[src/rtl/rc4_stream_ctrl_if.sv]
// rc4_stream_ctrl_if
// Byte stream pair around the rc4 stream controller: a plaintext valid/ready
// stream into the controller and a ciphertext valid/ready stream out of it.
//   in_valid / in_ready / in_data    : plaintext stream (master -> slave)
//   out_valid / out_ready / out_data : ciphertext stream (slave -> master)
// The controller uses the slave modport; the traffic source/sink uses master.
interface rc4_stream_ctrl_if;
  logic       in_valid;
  logic       in_ready;
  logic [7:0] in_data;
  logic       out_valid;
  logic       out_ready;
  logic [7:0] out_data;

  modport master (
    output in_valid, in_data, out_ready,
    input  in_ready, out_valid, out_data
  );

  modport slave (
    input  in_valid, in_data, out_ready,
    output in_ready, out_valid, out_data
  );
endinterface

[src/rtl/rc4_stream_ctrl.sv]
// rc4_stream_ctrl
// Sequencer and stream front-end for the rc4 keystream core. Owns the core
// reset and clock-enable, loads an 8-byte key from a host-written buffer,
// waits out key scheduling plus the discard, then XORs a byte stream with the
// keystream, advancing the core exactly once per accepted input byte.
// Ports:
//   clk, rst        : clock, asynchronous active-high reset
//   key_we/addr/data: key buffer write port
//   start           : one-cycle pulse, (re)key the core
//   busy/ks_ready/err: status (RESET/LOAD/WAIT, CRYPTO, ERROR)
//   byte_cnt        : bytes accepted since last start (wraps)
//   core_rst/core_ce/core_key : drive the core (core_ce feeds its clock gate)
//   core_ready/core_k         : from the core
//   strm            : plaintext in / ciphertext out streams
module rc4_stream_ctrl #(
  parameter int KEY_SIZE   = 8,
  parameter int RST_CYCLES = 2,
  parameter int TIMEOUT    = 4095
) (
  input  logic        clk,
  input  logic        rst,
  input  logic        key_we,
  input  logic [2:0]  key_addr,
  input  logic [7:0]  key_data,
  input  logic        start,
  output logic        busy,
  output logic        ks_ready,
  output logic        err,
  output logic [31:0] byte_cnt,
  output logic        core_rst,
  output logic        core_ce,
  output logic [7:0]  core_key,
  input  logic        core_ready,
  input  logic [7:0]  core_k,
  rc4_stream_ctrl_if.slave strm
);

  localparam logic [2:0] S_IDLE   = 3'd0;
  localparam logic [2:0] S_RESET  = 3'd1;
  localparam logic [2:0] S_LOAD   = 3'd2;
  localparam logic [2:0] S_WAIT   = 3'd3;
  localparam logic [2:0] S_CRYPTO = 3'd4;
  localparam logic [2:0] S_ERROR  = 3'd5;

  localparam int CNT_W = $clog2(TIMEOUT + 1);
  localparam logic [CNT_W-1:0] RST_LAST = CNT_W'(RST_CYCLES - 1);
  localparam logic [CNT_W-1:0] KEY_LAST = CNT_W'(KEY_SIZE - 1);
  localparam logic [CNT_W-1:0] TO_LAST  = CNT_W'(TIMEOUT);

  logic [2:0]       state;
  logic [CNT_W-1:0] cnt;
  logic [7:0]       key_buf [8];
  logic             out_valid_q;
  logic [7:0]       out_data_q;
  logic             can_accept;
  logic             accept;

  // Key buffer has no reset; the host rewrites it before use. Writes are
  // blocked while the core is sampling it so a load sees a consistent key.
  always_ff @(posedge clk) begin
    if (key_we && state != S_LOAD) begin
      key_buf[key_addr] <= key_data;
    end
  end

  // Sequencer. start wins over everything so a rekey can abort any phase.
  always_ff @(posedge clk or posedge rst) begin
    if (rst) begin
      state <= S_IDLE;
      cnt   <= '0;
    end else if (start) begin
      state <= S_RESET;
      cnt   <= '0;
    end else begin
      case (state)
        S_RESET: begin
          if (cnt == RST_LAST) begin
            state <= S_LOAD;
            cnt   <= '0;
          end else begin
            cnt <= cnt + 1'b1;
          end
        end
        S_LOAD: begin
          if (cnt == KEY_LAST) begin
            state <= S_WAIT;
            cnt   <= '0;
          end else begin
            cnt <= cnt + 1'b1;
          end
        end
        S_WAIT: begin
          if (core_ready) begin
            state <= S_CRYPTO;
          end else if (cnt == TO_LAST) begin
            state <= S_ERROR;
          end else begin
            cnt <= cnt + 1'b1;
          end
        end
        default: begin
        end
      endcase
    end
  end

  // in_ready looks only at the output register, never at in_valid, so the
  // handshake has no combinational loop through the upstream source.
  assign can_accept = (state == S_CRYPTO) && (!out_valid_q || strm.out_ready);
  assign accept     = can_accept && strm.in_valid;

  // Output register: a byte is held until the sink takes it; start drops
  // any pending byte because it belongs to the old keystream.
  always_ff @(posedge clk or posedge rst) begin
    if (rst) begin
      out_valid_q <= 1'b0;
      out_data_q  <= 8'h00;
      byte_cnt    <= 32'd0;
    end else if (start) begin
      out_valid_q <= 1'b0;
      byte_cnt    <= 32'd0;
    end else if (accept) begin
      out_data_q  <= strm.in_data ^ core_k;
      out_valid_q <= 1'b1;
      byte_cnt    <= byte_cnt + 32'd1;
    end else if (strm.out_ready) begin
      out_valid_q <= 1'b0;
    end
  end

  // Core control is decoded from state so an async rst forces core_rst at
  // once. In WAIT the enable drops as soon as core_ready is seen, so the
  // first keystream byte is held for the first accepted input.
  always_comb begin
    core_rst = 1'b1;
    core_ce  = 1'b0;
    core_key = 8'h00;
    busy     = 1'b0;
    ks_ready = 1'b0;
    err      = 1'b0;
    case (state)
      S_RESET: begin
        busy = 1'b1;
      end
      S_LOAD: begin
        busy     = 1'b1;
        core_rst = 1'b0;
        core_ce  = 1'b1;
        core_key = key_buf[cnt[2:0]];
      end
      S_WAIT: begin
        busy     = 1'b1;
        core_rst = 1'b0;
        core_ce  = !core_ready;
      end
      S_CRYPTO: begin
        ks_ready = 1'b1;
        core_rst = 1'b0;
        core_ce  = accept;
      end
      S_ERROR: begin
        err = 1'b1;
      end
      default: begin
      end
    endcase
  end

  assign strm.in_ready  = can_accept;
  assign strm.out_valid = out_valid_q;
  assign strm.out_data  = out_data_q;

endmodule

[src/flat_wrapper.sv]
// flat-port wrapper written by rule: the top's interface ports become plain ports
module rc4_stream_ctrl_flat 
#(
  parameter int KEY_SIZE   = 8,
  parameter int RST_CYCLES = 2,
  parameter int TIMEOUT    = 4095
)
  (clk, rst, key_we, key_addr, key_data, start, busy, ks_ready, err, byte_cnt, core_rst, core_ce, core_key, core_ready, core_k, strm_in_valid, strm_in_data, strm_out_ready, strm_in_ready, strm_out_valid, strm_out_data);
  rc4_stream_ctrl_if strm_i ();
  input  logic clk;
  input  logic rst;
  input  logic key_we;
  input  logic [2:0] key_addr;
  input  logic [7:0] key_data;
  input  logic start;
  output logic busy;
  output logic ks_ready;
  output logic err;
  output logic [31:0] byte_cnt;
  output logic core_rst;
  output logic core_ce;
  output logic [7:0] core_key;
  input  logic core_ready;
  input  logic [7:0] core_k;
  input wire logic [$bits(strm_i.in_valid)-1:0] strm_in_valid;
  input wire logic [$bits(strm_i.in_data)-1:0] strm_in_data;
  input wire logic [$bits(strm_i.out_ready)-1:0] strm_out_ready;
  output wire logic [$bits(strm_i.in_ready)-1:0] strm_in_ready;
  output wire logic [$bits(strm_i.out_valid)-1:0] strm_out_valid;
  output wire logic [$bits(strm_i.out_data)-1:0] strm_out_data;
  assign strm_i.in_valid = strm_in_valid;
  assign strm_i.in_data = strm_in_data;
  assign strm_i.out_ready = strm_out_ready;
  assign strm_in_ready = strm_i.in_ready;
  assign strm_out_valid = strm_i.out_valid;
  assign strm_out_data = strm_i.out_data;
  rc4_stream_ctrl #(.KEY_SIZE(KEY_SIZE), .RST_CYCLES(RST_CYCLES), .TIMEOUT(TIMEOUT)) u_core (.clk(clk), .rst(rst), .key_we(key_we), .key_addr(key_addr), .key_data(key_data), .start(start), .busy(busy), .ks_ready(ks_ready), .err(err), .byte_cnt(byte_cnt), .core_rst(core_rst), .core_ce(core_ce), .core_key(core_key), .core_ready(core_ready), .core_k(core_k), .strm(strm_i));
endmodule
[config.mk]
export PLATFORM = sky130hd
export DESIGN_NAME = rc4_stream_ctrl_flat
export DESIGN_NICKNAME = d
export VERILOG_FILES = /design/src/rtl/rc4_stream_ctrl_if.sv /design/src/rtl/rc4_stream_ctrl.sv /design/src/flat_wrapper.sv
export SDC_FILE = /design/constraint.sdc
export NUM_CORES = 1
export LEC_CHECK = 0
export ABC_AREA = 1
export CAP_MARGIN = 15
export CORE_MARGIN = 8
export CORE_UTILIZATION = 50
export CTS_CLUSTER_DIAMETER = 50
export DETAILED_ROUTE_END_ITERATION = 10
export GPL_TIMING_DRIVEN = 0
export PLACE_DENSITY = 0.74
export SYNTH_ARGS = -nofsm -noshare
export SYNTH_HDL_FRONTEND = slang
export SYNTH_SLANG_ARGS = --single-unit
[constraint.sdc]
create_clock -name clk -period 2.35 [get_ports clk]
set_input_delay 0.5875 -clock clk [delete_from_list [all_inputs] [get_ports clk]]
set_output_delay 0.5875 -clock clk [all_outputs]
set_load 0.1 [all_outputs]
==> results of run 1 <==
## layer usage
layer | track usage [%] | up-vias | wire length (µm)
met5 | 0 | - | 0
met4 | 9.02 | 0 | 345
met3 | 5.70 | 28 | 1020
met2 | 35.1 | 190 | 8380
met1 | 24.5 | 2650 | 6940
li1 | - | 2675 | -
## critical path: cells and delay by family, from the launching register on
kind | cells | cell delay, ps
buf+inv | 4 | 590
compound gates | 3 | 450
simple gates | 1 | 80
flops | 1 | 390
## repair_timing
item / in CTS / in global routing
pin swaps: 2 / 20
endpoints found under the hold margin: 0 / 0
setup buffers: 2 / 3
endpoints found under the setup margin: 55 / 26
resized for setup: 214 / 77
cloned: 0 / 1
hold buffers: 0 / 0
## logic make-up after synthesis
family	after synthesis	synth area share (%)
buf+inv	93	6.36
fa+ha+maj	3	0.602
xor+xnor	14	1.97
flops	120	53.3
compound gates	97	8.27
simple gates	413	29.5
## power by group through the flow
stage / logic (mW) / clock network (mW) / registers, mW
finish: 3.65 / 2.50 / 2.46
global route: 3.85 / 2.62 / 2.48
CTS: 3.33 / 2.51 / 2.47
detailed placement: 2.96 / 0 / 2.50
global placement: 2.91 / 0 / 2.49
floorplan: 1.81 / 0 / 2.89
## per-stage QoR
stage | setup TNS [ps] | power (mW) | utilization [%] | setup slack [ps]
2_1_floorplan | -167 | 4.70 | - | -167
3_3_place_gp | -51570 | 5.40 | 61.1 | -1010
3_5_place_dp | -11320 | 5.46 | 61.2 | -1120
4_1_cts | -1190 | 8.31 | 67.5 | -161
5_1_grt | -1630 | 8.94 | 68.7 | -263
6_report | -1050 | 8.62 | 68.7 | -161
## registers in the layout, indices dropped and copies added, names as in the netlist
register	cells
u_core.key_buf	64
u_core.byte_cnt	32
u_core.cnt	12
u_core.strm.out_data	8
u_core.state	3
u_core.strm.out_valid	1
## final cells by class
class | count | area share [%]
flip-flops and latches | 120 | 40.0
multi-input cells | 527 | 32.8
repair buffers | 94 | 11.4
clock buffers | 19 | 5.33
inverters | 70 | 3.40
plain buffers | 23 | 3.07
well taps | 168 | 2.53
clock inverters | 13 | 1.47
## worst paths after layout
| kind | startpoint | endpoint | slack (ps) | cells after the start |
|---|---|---|---|---|
| max | u_core.cnt[0] | core_key[5] | -160 | 8 |
| min | rst | u_core.strm.out_data[0] | 460 | 2 |
| max reg2reg | u_core.state[1] | u_core.key_buf[3][1] | 440 | 5 |
| min reg2reg | u_core.strm.out_data[4] | u_core.strm.out_data[4] | 480 | 2 |
| max in group asynchronous | rst | u_core.state[2] | 1330 | 3 |
| min in group clk | u_core.strm.out_data[4] | u_core.strm.out_data[4] | 480 | 2 |
## cell usage in the layout (no fill, tap or decap), drive strengths merged, types with 2 or more instances in the layout
cell type / n
dlygate4sd2: 24
nand2: 188
nand4: 21
edfxtp: 64
clkdlybuf4s50: 30
nor2: 148
o22ai: 16
buf: 40
dfrtp: 56
a21oi: 14
nand3b: 2
xor2: 5
nor3: 14
a31oi: 2
clkdlybuf4s15: 9
nand3: 38
clkinvlp: 3
xnor2: 9
o21ai: 65
clkbuf: 32
clkinv: 6
ha: 3
inv: 73
==> impl_metrics.toml, run 1 <==
[power_and_ir_drop]
seq_power_share_pct = 28.6
powerDensity_mw_per_mm2 = 1040
internal-power_mw = 5.02
netSwitchingPower_mw = 3.60
p_leak_nw = 3.49
pwr-share-clk_pct = 29.0
switching_share_pct = 41.8
comb_power_share_pct = 42.4
vdd_ir_drop_max_v = 0.000794

[floorplan]
die_w_um = 128
coreArea_mm2 = 0.0121
ios = 89
die_y_um = 128
start_util_pct = 51.5
fp.dieArea_mm2 = 0.0163
rows = 40

[synthesis]
ys_types = 35
yosys.cell_count.top_type = "nand2_1"
synth_top_area_share_pct = 30.8
yosysWarnings = 0
syn-cell-area_mm2 = 0.00624
avgSynthCellArea_um2 = 8.43
synth_top_flop_cell = "edfxtp_1"
yosys.area.top_type = "edfxtp_1"
synth_commonest_cells = "nand2_1, nor2_1, inv_1"
async_reset_ff_share_pct = 46.7
synth_fp_nets = 777
synth.area.top_cells = "edfxtp_1, dfrtp_1, nand2_1, nor2_1, o21ai_0"
netlist_instances = 740
seq_area_frac_synth_pct = 53.3
ys_ff_latch = 120
synth_edf_count = 64

[cts]
cts.clk_slew.worst_paths_ps = 60
cts_sinks = 120
cts_max_path_buffers = 2
numCtsBuffers = 17
cts_root_buffer = "clkbuf_16"
htree_levels = 4
clock_latency_ps = 430
cts_tree = "built"

[placement]
dp_hpwl_um = 11700
io_buffers = 87
place.gp.congestion = 0.879
place_area_mm2 = 0.00741
dp.cells = 996

[finish]
layout-drive-gt1-share_pct = 18.9
nFillCells = 969
fin_area_mm2 = 0.00832
synthToLayoutAreaGrowth_pct = 33.4
multi_input_area_mm2 = 0.00273
fin_cells = 1034
antenna_cells = 0
nNetsFinal = 890
final-seq-area_mm2 = 0.00333

[global_route]
grt_pass1_wl_um = 26600
grt_pass1_vias = 5326
grt.total_usage_pct = 20.8
antenna_found_initial = 0
grt_max_degree = 42
grt_overflow = 0

[sta]
fin_skew_ps = 8.37
holdWs_ps = 456
period_needed_ps = 2510
drv_slew = 0
slew_headroom_pct = 33.5
setup_viol = 8
hold_violations = 0
setup_slack_ps = -161
rsz0062_at_grt = "true"
fmax_mhz = 398
timing.final.crit_share_pct = 107
tightest_slew_ps = 1000

[critical_path]
cpMaxStageDelayCell = "dfrtp_1"
worstSetupEndpointType = "output port"
crit_type = "reg2out"
crit_chain = "buf_6 -> clkinv_8 -> buf_12 -> o21ai_2 -> o22ai_2 -> o21ai_2 -> nor2_4 -> buf_12"
cp_max_fo = 10
start_kind = "flop"
cpPeakStageDelay_ps = 390
required_ps = 1760
crit_arrival_ps = 1920

[drt]
drt_iter0_markers = 463
drt-total-wl_um = 16700
vias = 5543
drt-wirelength-per-cell_um = 16.1
vias_per_cell = 5.36
drc = 0
ant_nets = 0
first_pass_iters = 5

[status]
violations = "setup timing"
status = "complete, but fails checks"

[run]
maxCapViolCount = 0

[worst_hold_path]
hold_path.class = "in2async"
(Power assumes the default switching activity.)
==> inputs of run 2 (changes only) <==
CORE_UTILIZATION = 41   (was 50)
HOLD_SLACK_MARGIN = 0.12   (was unset)
PLACE_DENSITY = unset   (was 0.74)
clock period = 2.7 ns   (was 2.35 ns; I/O delays follow)
==> impl_metrics.toml, run 2 (synthesis gave the netlist of run 1 again) <==
[finish]
final_util_pct = 54.4
top_regs = "u_core.key_buf x64, u_core.byte_cnt x32, u_core.cnt x12"
largest_reg_flops = 64
synthToLayoutAreaGrowth_pct = 31.1
fin_cells = 1050
nNetsFinal = 886
multi_input_area_mm2 = 0.00259
nFillCells = 1351
final_cell_mix = "nand2_1, nor2_1, edfxtp_1"
antenna_cells = 0
mostFrequentLayoutCell = "nand2_1"
layout-drive-gt1-share_pct = 14.3
final-seq-area_mm2 = 0.00333
regMostFlops = "u_core.key_buf"
fin_area_mm2 = 0.00817

[power_and_ir_drop]
p_total_mw = 7.14
comb_power_share_pct = 40.6
switching_share_pct = 42.2
powerDensity_mw_per_mm2 = 873
seq_power_share_pct = 30.1
netSwitchingPower_mw = 3.01
pwr-share-clk_pct = 29.4
vdd_ir_drop_max_v = 0.000511
p_leak_nw = 3.56
internal-power_mw = 4.13

[critical_path]
worstSetupEndpointType = "output port"
r2r_slack_ps = 590
r2r_end = "u_core.key_buf[6][2]"
cp_max_fo = 10
start_kind = "flop"
setup.worst_path.start = "u_core.cnt[0]"
crit_type = "reg2out"
reg2reg_depth = 6
crit_arrival_ps = 1990
required_ps = 2030
timing.rr.start = "u_core.state[2]"

[placement]
place_area_mm2 = 0.00739
post-place-ws_ps = -872
place.gp.congestion = 0.841
io_buffers = 87
dp.cells = 1016
dp_hpwl_um = 12500

[floorplan]
coreArea_mm2 = 0.0150
fp.dieArea_mm2 = 0.0194
ios = 89
start_util_pct = 41.5
rows = 45
die_y_um = 139
die_w_um = 139

[sta]
holdWs_ps = 490
fin_skew_ps = 8.99
drv_slew = 0
setup_tns_ps = 0
setup_slack_ps = 33.7
period_needed_ps = 2670
rsz0062_at_grt = "true"
setup_viol = 0
fmax_mhz = 375
timing.final.crit_share_pct = 98.8
slew_headroom_pct = 33.5
hold_violations = 0
tightest_slew_ps = 995

[cts]
numCtsBuffers = 17
htree_levels = 4
cts_max_path_buffers = 2
cts_sinks = 120
hold_buffers = 0
cts_tree = "built"
cts.clk_slew.worst_paths_ps = 60
cts_root_buffer = "clkbuf_16"
clock_latency_ps = 420

[worst_hold_path]
hold_path.class = "reg2reg"
whs_path_depth = 2
whs_endpoint = "u_core.strm.out_data[4]"
min-delay-start = "u_core.strm.out_data[4]"

[global_route]
grt_max_degree = 33
grt_pass1_wl_um = 28100
grt_overflow = 0
grt.total_usage_pct = 18.2
grt_pass1_vias = 5569
antenna_found_initial = 0

[drt]
drt_iter0_markers = 368
vias_per_cell = 5.19
vias = 5451
ant_nets = 0
drt-total-wl_um = 17200
first_pass_iters = 7
drc = 0
drt-wirelength-per-cell_um = 16.4

[run]
maxCapViolCount = 0

[status]
status = "complete, no violations"
## run 2: changes by cell type in the layout (fill, tap and decap cells not counted), sizes merged
cell,delta
clkdlybuf4s50,+13
clkbuf,-10
dlymetal6s2s,+9
clkdlybuf4s15,-7
buf,-6
dlygate4sd2,-4
clkinv,-2
clkinvlp,+2
inv,+2
bufinv,-1
## run 2: how the worst max path moves through the flow
| stage | to | slack (ps) | depth (start not counted) |
|---|---|---|---|
| floorplan | core_rst | -280 | 4 |
| global placement | core_key[7] | -850 | 8 |
| detailed placement | core_key[7] | -870 | 8 |
| CTS | byte_cnt[20] | 1 | 1 |
| global route | core_key[0] | -10 | 8 |
| finish | core_key[3] | 30 | 8 |
## run 2: layer usage
layer | up-vias | part of all wire, % | global-route usage [%]
met5 | - | 0 | 0
met4 | 0 | 1.5 | 6.64
met3 | 22 | 5.1 | 4.58
met2 | 133 | 49 | 29.6
met1 | 2631 | 44 | 22.9
li1 | 2665 | - | -
## run 2: what timing repair did
item	4_1_cts	5_1_grt
gates cloned	0	0
setup endpoints to repair	34	21
buffers inserted	1	1
resized for setup	136	47
pin swaps	2	10
## run 2: layout make-up
class | instances | area share, %
repair buffers | 90 | 12.0
well taps | 188 | 2.88
clock buffers | 18 | 5.25
clock inverters | 14 | 1.45
flip-flops and latches | 120 | 40.7
plain buffers | 23 | 2.74
inverters | 70 | 3.34
multi-input cells | 527 | 31.7
## run 2: worst max-delay path: stages, from the launching register on
cell	delay (ps)
dfrtp_1	400
buf_6	160
inv_6	90
buf_8	130
nor2_1	40
o22ai_1	250
o21ai_0	140
nor2_2	160
buf_12	190
## run 2: power by group through the flow
stage,Sequential (mW),Combinational (mW),Clock [mW]
6_report,2.15,2.90,2.09
3_5_place_dp,2.18,2.53,0
3_3_place_gp,2.17,2.51,0
4_1_cts,2.14,2.72,2.12
2_1_floorplan,2.51,1.50,0
5_1_grt,2.16,3.06,2.19
==> inputs of run 3 (changes only) <==
SKIP_LAST_GASP = 1   (was unset)
==> impl_metrics.toml, run 3 (synthesis gave the netlist of run 1 again) <==
[drt]
drt-total-wl_um = 17200
vias_per_cell = 5.19
met1_length_um = 7670
drt-wirelength-per-cell_um = 16.4
wl_met3_um = 871
drt_iter0_markers = 368
vias = 5451
highest_layer = "met4"
drc = 0
first_pass_iters = 7
ant_nets = 0
met2_length_um = 8410

[power_and_ir_drop]
switching_share_pct = 42.2
internal-power_mw = 4.13
vdd_ir_drop_max_v = 0.000511
seq_power_share_pct = 30.1
powerDensity_mw_per_mm2 = 873
pwr-share-clk_pct = 29.4
netSwitchingPower_mw = 3.01
p_total_mw = 7.13
comb_power_share_pct = 40.6
p_leak_nw = 3.56

[global_route]
grt.total_usage_pct = 18.2
grt_max_degree = 33
antenna_found_initial = 0
grt_overflow = 0
grt_pass1_vias = 5569
grt_pass1_wl_um = 28100

[sta]
period_needed_ps = 2670
hold_violations = 0
slew_headroom_pct = 33.5
rsz0062_at_grt = "true"
setup_viol = 0
fmax_mhz = 375
setup_slack_ps = 33.6
timing.final.crit_share_pct = 98.8
drv_slew = 0
fin_skew_ps = 8.97
holdWs_ps = 490
tightest_slew_ps = 995

[critical_path]
crit_chain = "buf_6 -> inv_6 -> buf_8 -> nor2_1 -> o22ai_1 -> o21ai_0 -> nor2_2 -> buf_12"
cp.buffers_inverters = 4
cp_top_family = "buffers and inverters"
worstSetupEndpointType = "output port"
start_kind = "flop"
required_ps = 2030
crit_type = "reg2out"
crit_arrival_ps = 1990
cpMaxStageDelayCell = "dfrtp_1"
cp_max_fo = 10
cpPeakStageDelay_ps = 400

[finish]
multi_input_area_mm2 = 0.00259
top_regs = "u_core.key_buf x64, u_core.byte_cnt x32, u_core.cnt x12"
mostFrequentLayoutCell = "nand2_1"
final_cell_mix = "nand2_1, nor2_1, edfxtp_1"
final-seq-area_mm2 = 0.00333
largest_reg_flops = 64
synthToLayoutAreaGrowth_pct = 31.1
nFillCells = 1351
fin_cells = 1050
layout-drive-gt1-share_pct = 14.3
antenna_cells = 0
regMostFlops = "u_core.key_buf"
nNetsFinal = 886

[run]
maxCapViolCount = 0

[floorplan]
fp.dieArea_mm2 = 0.0194
start_util_pct = 41.5
rows = 45
ios = 89
die_y_um = 139
die_w_um = 139
coreArea_mm2 = 0.0150

[cts]
clock_latency_ps = 420
cts.clk_slew.worst_paths_ps = 60
cts_max_path_buffers = 2
htree_levels = 4
cts_root_buffer = "clkbuf_16"
numCtsBuffers = 17
cts_sinks = 120
hold_buffers = 0
cts_tree = "built"

[placement]
place.gp.congestion = 0.841
post-place-ws_ps = -872
dp_hpwl_um = 12500
io_buffers = 87
dp.cells = 1016

[worst_hold_path]
hold_path.class = "reg2reg"

[status]
status = "complete, no violations"
run 3: cell count changes in the layout (fill, tap and decap cells not counted):
cell     before  now
o21ai_0      52   54
o21ai_1      13   11
run 3: per-stage QoR:
| stage | utilization [%] | area [µm²] | setup TNS [ps] |
|---|---|---|---|
| 2_1_floorplan | - | 6260 | -275 |
| 4_1_cts | 53.4 | 8030 | -6.06 |
| 6_report | 54.4 | 8170 | 0 |
| 5_1_grt | 54.4 | 8170 | -107 |
| 3_3_place_gp | 49.0 | 7370 | -40240 |
| 3_5_place_dp | 49.1 | 7390 | -8380 |
run 3: power groups by stage:
stage / sequential [mW] / clock, mW / combinational (mW)
after detailed placement: 2.18 / 0 / 2.53
final: 2.15 / 2.10 / 2.89
after CTS: 2.14 / 2.12 / 2.71
after floorplan: 2.51 / 0 / 1.50
after global routing: 2.16 / 2.19 / 3.06
after global placement: 2.17 / 0 / 2.51
run 3: cell type report:
| type | count | area share, % |
|---|---|---|
| multi-input cells | 527 | 31.7 |
| clock buffers | 18 | 5.25 |
| plain buffers | 23 | 2.74 |
| well taps | 188 | 2.88 |
| repair buffers | 90 | 12.0 |
| flip-flops and latches | 120 | 40.7 |
| clock inverters | 14 | 1.45 |
| inverters | 70 | 3.34 |
run 3: worst register-to-register path, cell delays in order, from the launching register on:
cell      delay, ps
dfrtp_2         440
inv_1            80
nand2_1         150
nor2_4           60
inv_2            80
nand3b_1        200
nor2_1          710
run 3: metal layers:
| layer | global-route usage, % | up-vias |
|---|---|---|
| met2 | 29.6 | 130 |
| li1 | - | 2666 |
| met4 | 6.64 | 0 |
| met3 | 4.58 | 22 |
| met5 | 0 | - |
| met1 | 22.9 | 2633 |
run 3: repair_timing:
item	4_1_cts	5_1_grt
hold endpoints to repair	0	0
setup buffers	1	1
endpoints found under the setup margin	34	21
resized for setup	134	47
pin swaps	2	10
run 3: path summary, 6_finish.rpt:
kind	startpoint	endpoint	slack, ps	depth (start not counted)
setup / recovery	u_core.cnt[0]	core_key[3]	30	8
hold / removal	u_core.strm.out_data[4]	u_core.strm.out_data[4]	490	2
setup reg to reg	u_core.state[2]	u_core.key_buf[6][2]	590	6
hold reg to reg	u_core.strm.out_data[4]	u_core.strm.out_data[4]	490	2
max in group asynchronous	rst	u_core.cnt[6]	1460	3
min in group asynchronous	rst	u_core.strm.out_data[2]	630	2
